==> src/rtl/card_shoe_if.sv <==
// Request/response bundle between the blackjack controller and the card shoe.
// The controller owns the request pulses; the shoe owns everything else.
interface card_shoe_if;
    logic       shuffle_req;
    logic       draw_req;
    logic [3:0] card_value;
    logic [3:0] card_rank;
    logic       card_valid;
    logic [5:0] cards_left;
    logic       empty;
    logic       busy;

    modport master (
        output shuffle_req, draw_req,
        input  card_value, card_rank, card_valid, cards_left, empty, busy
    );

    modport slave (
        input  shuffle_req, draw_req,
        output card_value, card_rank, card_valid, cards_left, empty, busy
    );
endinterface

==> src/rtl/card_shoe.sv <==
// Single 52-card deck, shuffled in place by an LFSR-driven Fisher-Yates pass,
// dealt one card per draw_req without replacement.
module card_shoe #(
    parameter logic [15:0] SEED = 16'hACE1
) (
    input  logic         clk,
    input  logic         rst,
    card_shoe_if.slave   shoe
);
    localparam logic [15:0] SEED_NZ = (SEED == 16'h0000) ? 16'h0001 : SEED;

    typedef enum logic {READY, SHUFFLE} state_t;

    state_t     state;
    logic [3:0] deck [52];
    logic [5:0] ptr;
    logic [5:0] idx;
    logic [5:0] cards_left;
    logic [15:0] lfsr;
    logic [5:0] r;
    logic       fb;
    logic [3:0] card_value, card_rank;
    logic       card_valid, busy;

    assign r  = lfsr[5:0];
    assign fb = lfsr[15] ^ lfsr[13] ^ lfsr[12] ^ lfsr[10];

    always_ff @(posedge clk or posedge rst) begin
        if (rst) begin
            for (int k = 0; k < 52; k++) deck[k] <= 4'((k % 13) + 1);
            state      <= READY;
            ptr        <= '0;
            idx        <= '0;
            cards_left <= 6'd52;
            lfsr       <= SEED_NZ;
            card_value <= '0;
            card_rank  <= '0;
            card_valid <= 1'b0;
            busy       <= 1'b0;
        end else begin
            // Free-running so the consumer's request timing perturbs the shuffle.
            lfsr       <= {lfsr[14:0], fb};
            card_valid <= 1'b0;
            case (state)
                READY: begin
                    if (shoe.shuffle_req) begin
                        idx        <= 6'd51;
                        ptr        <= '0;
                        cards_left <= 6'd52;
                        busy       <= 1'b1;
                        state      <= SHUFFLE;
                    end else if (shoe.draw_req && cards_left != '0) begin
                        card_rank  <= deck[ptr];
                        card_value <= (deck[ptr] > 4'd10) ? 4'd10 : deck[ptr];
                        card_valid <= 1'b1;
                        ptr        <= ptr + 6'd1;
                        cards_left <= cards_left - 6'd1;
                    end
                end
                SHUFFLE: begin
                    if (idx == '0) begin
                        busy  <= 1'b0;
                        state <= READY;
                    end else if (r <= idx) begin
                        // Rejection sampling keeps r uniform over 0..idx.
                        deck[idx] <= deck[r];
                        deck[r]   <= deck[idx];
                        idx       <= idx - 6'd1;
                    end
                end
                default: state <= READY;
            endcase
        end
    end

    assign shoe.card_value = card_value;
    assign shoe.card_rank  = card_rank;
    assign shoe.card_valid = card_valid;
    assign shoe.cards_left = cards_left;
    assign shoe.empty      = (cards_left == '0);
    assign shoe.busy       = busy;
endmodule

==> src/flat_wrapper.sv <==
// flat-port wrapper written by rule: the top's interface ports become plain ports
module card_shoe_flat 
#(
    parameter logic [15:0] SEED = 16'hACE1
)
  (clk, rst, shoe_shuffle_req, shoe_draw_req, shoe_card_value, shoe_card_rank, shoe_card_valid, shoe_cards_left, shoe_empty, shoe_busy);
  card_shoe_if shoe_i ();
  input  logic clk;
  input  logic rst;
  input wire logic [$bits(shoe_i.shuffle_req)-1:0] shoe_shuffle_req;
  input wire logic [$bits(shoe_i.draw_req)-1:0] shoe_draw_req;
  output wire logic [$bits(shoe_i.card_value)-1:0] shoe_card_value;
  output wire logic [$bits(shoe_i.card_rank)-1:0] shoe_card_rank;
  output wire logic [$bits(shoe_i.card_valid)-1:0] shoe_card_valid;
  output wire logic [$bits(shoe_i.cards_left)-1:0] shoe_cards_left;
  output wire logic [$bits(shoe_i.empty)-1:0] shoe_empty;
  output wire logic [$bits(shoe_i.busy)-1:0] shoe_busy;
  assign shoe_i.shuffle_req = shoe_shuffle_req;
  assign shoe_i.draw_req = shoe_draw_req;
  assign shoe_card_value = shoe_i.card_value;
  assign shoe_card_rank = shoe_i.card_rank;
  assign shoe_card_valid = shoe_i.card_valid;
  assign shoe_cards_left = shoe_i.cards_left;
  assign shoe_empty = shoe_i.empty;
  assign shoe_busy = shoe_i.busy;
  card_shoe #(.SEED(SEED)) u_core (.clk(clk), .rst(rst), .shoe(shoe_i));
endmodule
==> config.mk <==
export PLATFORM = sky130hd
export DESIGN_NAME = card_shoe_flat
export DESIGN_NICKNAME = d
export VERILOG_FILES = /design/src/rtl/card_shoe_if.sv /design/src/rtl/card_shoe.sv /design/src/flat_wrapper.sv
export SDC_FILE = /design/constraint.sdc
export NUM_CORES = 1
export LEC_CHECK = 0
export CAP_MARGIN = 0
export CORE_MARGIN = 2
export CORE_UTILIZATION = 45
export CTS_CLUSTER_SIZE = 20
export DETAILED_ROUTE_END_ITERATION = 12
export PLACE_DENSITY = 0.61
export SYNTH_ARGS = -nofsm -noshare
export SYNTH_HDL_FRONTEND = slang
export SYNTH_SLANG_ARGS = --single-unit
==> constraint.sdc <==
create_clock -name clk -period 7.6 [get_ports clk]
set_input_delay 1.14 -clock clk [delete_from_list [all_inputs] [get_ports clk]]
set_output_delay 1.14 -clock clk [all_outputs]
set_load 0.03 [all_outputs]
==> qor.csv <==
stage,metric,value,unit
run_status,status,"complete, no violations",
cells_and_area,nets,1663,
clocking,htree_levels,1,
run,cap_violations,0,
yosys,synth_edf_count,0,
route,drc_errors,0,
timing,skew,0.0350,ns
timing,min_period,4.55,ns
floorplanning,std_cell_rows,71,
setup_path,critical_path_class,flop to flop,
timing,slew_headroom,0.190,
setup_path,ff2ff_setup_slack,3.05,ns
setup_path,timing.rr.end,u_core.deck[184]$_DFFE_PP0P_,
grt,grt_usage,0.378,
placement,portBuffers,20,
hold_path,hold_class,flop to flop,
grt,grt_pass1_vias,15700,
yosys,yosysSeqAreaShare,0.380,
setup_path,reg2reg_depth,10,
floorplanning,core_area,37500,µm²
setup_path,r2r_start,u_core.idx[1]$_DFFE_PP0P_,
timing,post-route-period-util,0.599,
route,wl_per_cell,34.1,µm
yosys,synthFlopType,dfrtp_1,
setup_path,crit_path_max_fanout,49,
setup_path,crit_end,u_core.deck[184]$_DFFE_PP0P_,
grt,grt_pass1_wl,109000,µm
clocking,path_clk_slew,0.06,ns
clocking,post-cts-setup-buffer-count,0,
cells_and_area,area_delta_synth_final,9.04,%
clocking,clk_latency,0.59,ns
setup_path,cp-startpoint,u_core.idx[1]$_DFFE_PP0P_,
pwr,ir_drop,0.000215,V
cells_and_area,layout-drive-gt1-share,0.233,
floorplanning,die_w,198,µm
timing,hold_viol,0,
timing,max_clock_freq,220,MHz
clocking,ctsHoldBuffers,0,
route,via_per_inst,7.81,
yosys,syn_area,17000,µm²
placement,gp_congestion,1.02,
yosys,synth-seq-cells,253,
timing,rsz0062_at_grt,no,
cells_and_area,final_area,18500,µm²
clocking,cts_buffers,30,
floorplanning,dieHeight,198,µm
pwr,leakage,0.00647,µW
yosys,yosysUniqueCellTypes,68,
clocking,cts_resized,0,
grt,grt_max_degree,137,
floorplanning,ios,21,
yosys,yosys_warnings,0,
clocking,cts_tree,built,
route,drt_iter0_markers,2903,
route,routed_wl,74500,µm
route,vias,17100,
floorplanning,die_area,39400,µm²
floorplanning,initial_core_util,0.454,
timing,setup_violations,0,
route,first_pass_iters,6,
setup_path,worstPathRequired,8.07,ns
yosys,syn_area_per_cell,9.90,µm²
clocking,clockBufferDepth,3,
cells_and_area,final_util,0.495,
setup_path,start_kind,flop,
grt,grt.overflow.total,0,
yosys,netlist_instances,1719,
clocking,cts_sinks,253,
pwr,p_per_area,461,nW/µm²
yosys,synth_fp_nets,1733,
timing,fin_setup_tns,0,ns
setup_path,end_kind,flop,
timing,worstMarginPinSlew,1.22,ns
route,final_antenna_net_count,0,
placement,place_area,17600,µm²
yosys,ys_async_sr_fraction,1.00,
placement,dp_hpwl,47900,µm
setup_path,crit_arrival,5.02,ns
clocking,root_buffer,clkbuf_16,
grt,antenna_found_initial,6,
timing,slew_violations,0,
[area by class of cell]
cell class	instances	area, µm²
clock inverters	13	106
clock buffers	43	881
well taps	511	639
repair buffers	73	611
multi-input cells	1271	9750
flip-flops and latches	253	6470
fillers	3453	18900
inverters	20	83.8
diodes	2	5.00
[routing by layer]
layer | vias up | routed length [µm] | GRT usage
met1 | 8459 | 28400 | 0.502
met2 | 1370 | 31200 | 0.548
met5 | - | 18 | 0
li1 | 6893 | - | -
met4 | 2 | 5510 | 0.229
met3 | 341 | 9360 | 0.104
[cells by family after synthesis]
group / count (synthesis) / share of synthesized area
compound gates: 581 / 0.291
mux: 73 / 0.0694
fa+ha+maj: 10 / 0.00736
xor+xnor: 10 / 0.00515
flops: 253 / 0.380
buf+inv: 195 / 0.0515
simple gates: 597 / 0.195
[power breakdown]
part           leakage (µW)  total [µW]  switching [µW]  internal (µW)
Clock              0.000488        1450             611            840
Sequential          0.00297        3100             999           2100
Combinational       0.00302        4000            2520           1470
[flip-flops by register name, summed over array words and instances (netlist names)]
name	cells
u_core.shoe.card_valid	1
u_core.lfsr	16
u_core.deck	208
u_core.shoe.card_rank	4
u_core.state	1
u_core.shoe.busy	1
u_core.shoe.cards_left	6
u_core.shoe.card_value	4
u_core.ptr	6
u_core.idx	6
[cells in the mapped netlist, types with 6 or more instances]
| cell type | instances | area [µm²] |
|---|---|---|
| buf_1 | 13 | 48.8 |
| dfrtp_1 | 142 | 3550 |
| a41oi_1 | 13 | 114 |
| o211a_1 | 24 | 240 |
| clkbuf_1 | 105 | 394 |
| or3_1 | 6 | 37.5 |
| nor4b_1 | 8 | 70.1 |
| o221a_1 | 75 | 845 |
| mux2i_1 | 37 | 370 |
| inv_1 | 16 | 60.1 |
| nand3_1 | 257 | 1290 |
| nor2_1 | 128 | 480 |
| a221oi_1 | 19 | 166 |
| mux4_2 | 36 | 811 |
| a21oi_1 | 74 | 370 |
| and4_1 | 9 | 78.8 |
| a2111oi_0 | 13 | 114 |
| nand4_1 | 11 | 68.8 |
| a22o_1 | 16 | 140 |
| buf_2 | 42 | 210 |
| nor3b_1 | 8 | 60.1 |
| o221a_2 | 109 | 1230 |
| dfstp_2 | 111 | 2920 |
| nor2b_1 | 7 | 43.8 |
| a22oi_1 | 158 | 1190 |
| ha_1 | 10 | 125 |
| buf_4 | 7 | 52.6 |
| a31oi_1 | 23 | 144 |
| a21o_1 | 6 | 45.0 |
| nor3_1 | 23 | 115 |
| and4b_1 | 16 | 160 |
| o22ai_1 | 6 | 37.5 |
| o21ai_0 | 19 | 95.1 |
| and3b_1 | 7 | 61.3 |
| nand2_1 | 34 | 128 |
| or4_1 | 46 | 345 |
| buf_6 | 8 | 90.1 |
[per-stage QoR]
stage | instances | total power, µW | worst slack, ns | hold WS (ns)
after floorplan | 1719 | 5200 | 3.22 | 0.331
after global placement | 2128 | 6850 | 3.34 | 0.334
after detailed placement | 2128 | 6890 | 3.19 | 0.338
after CTS | 2184 | 8350 | 3.17 | 0.353
after global routing | 2185 | 8760 | 2.81 | 0.351
final | 2186 | 8550 | 3.05 | 0.350
[worst max-delay path, stage by stage, from the launching register on]
cell and delay, ns:
dfrtp_1 0.96, inv_1 0.29, ha_1 0.37, nor2b_1 0.14, o21a_1 0.12, o21bai_1 0.06, a21oi_1 0.45, or2_2 0.83
buf_4 0.62, nor2_1 0.20, o221a_2 0.31
[cells in the final DEF, fill, tap and decap left out, types with 24 or more instances in the layout]
| cell type | synthesis | routed |
|---|---|---|
| dfrtp_1 | 142 | 140 |
| nand2_1 | 34 | 34 |
| o211a_1 | 24 | 24 |
| mux4_2 | 36 | 36 |
| clkbuf_16 | 0 | 31 |
| nor2_1 | 128 | 127 |
| o221a_1 | 75 | 75 |
| buf_4 | 7 | 52 |
| mux2i_1 | 37 | 37 |
| a22oi_1 | 158 | 158 |
| dfstp_2 | 111 | 111 |
| a21oi_1 | 74 | 74 |
| o221a_2 | 109 | 109 |
| nand3_1 | 257 | 257 |
| or4_1 | 46 | 46 |
[how the worst min path moves through the flow]
stage,startpoint,endpoint,slack [ns],cells past startpoint
CTS,u_core.lfsr[6]$_DFF_PP1_,u_core.lfsr[7]$_DFF_PP1_,0.35,0
global placement,u_core.lfsr[8]$_DFF_PP0_,u_core.lfsr[9]$_DFF_PP0_,0.33,0
global route,u_core.lfsr[6]$_DFF_PP1_,u_core.lfsr[7]$_DFF_PP1_,0.35,0
floorplan,u_core.lfsr[8]$_DFF_PP0_,u_core.lfsr[9]$_DFF_PP0_,0.33,0
detailed placement,u_core.lfsr[8]$_DFF_PP0_,u_core.lfsr[9]$_DFF_PP0_,0.34,0
finish,u_core.lfsr[8]$_DFF_PP0_,u_core.lfsr[9]$_DFF_PP0_,0.35,0
Note: power is estimated with default switching activity, not from simulation.
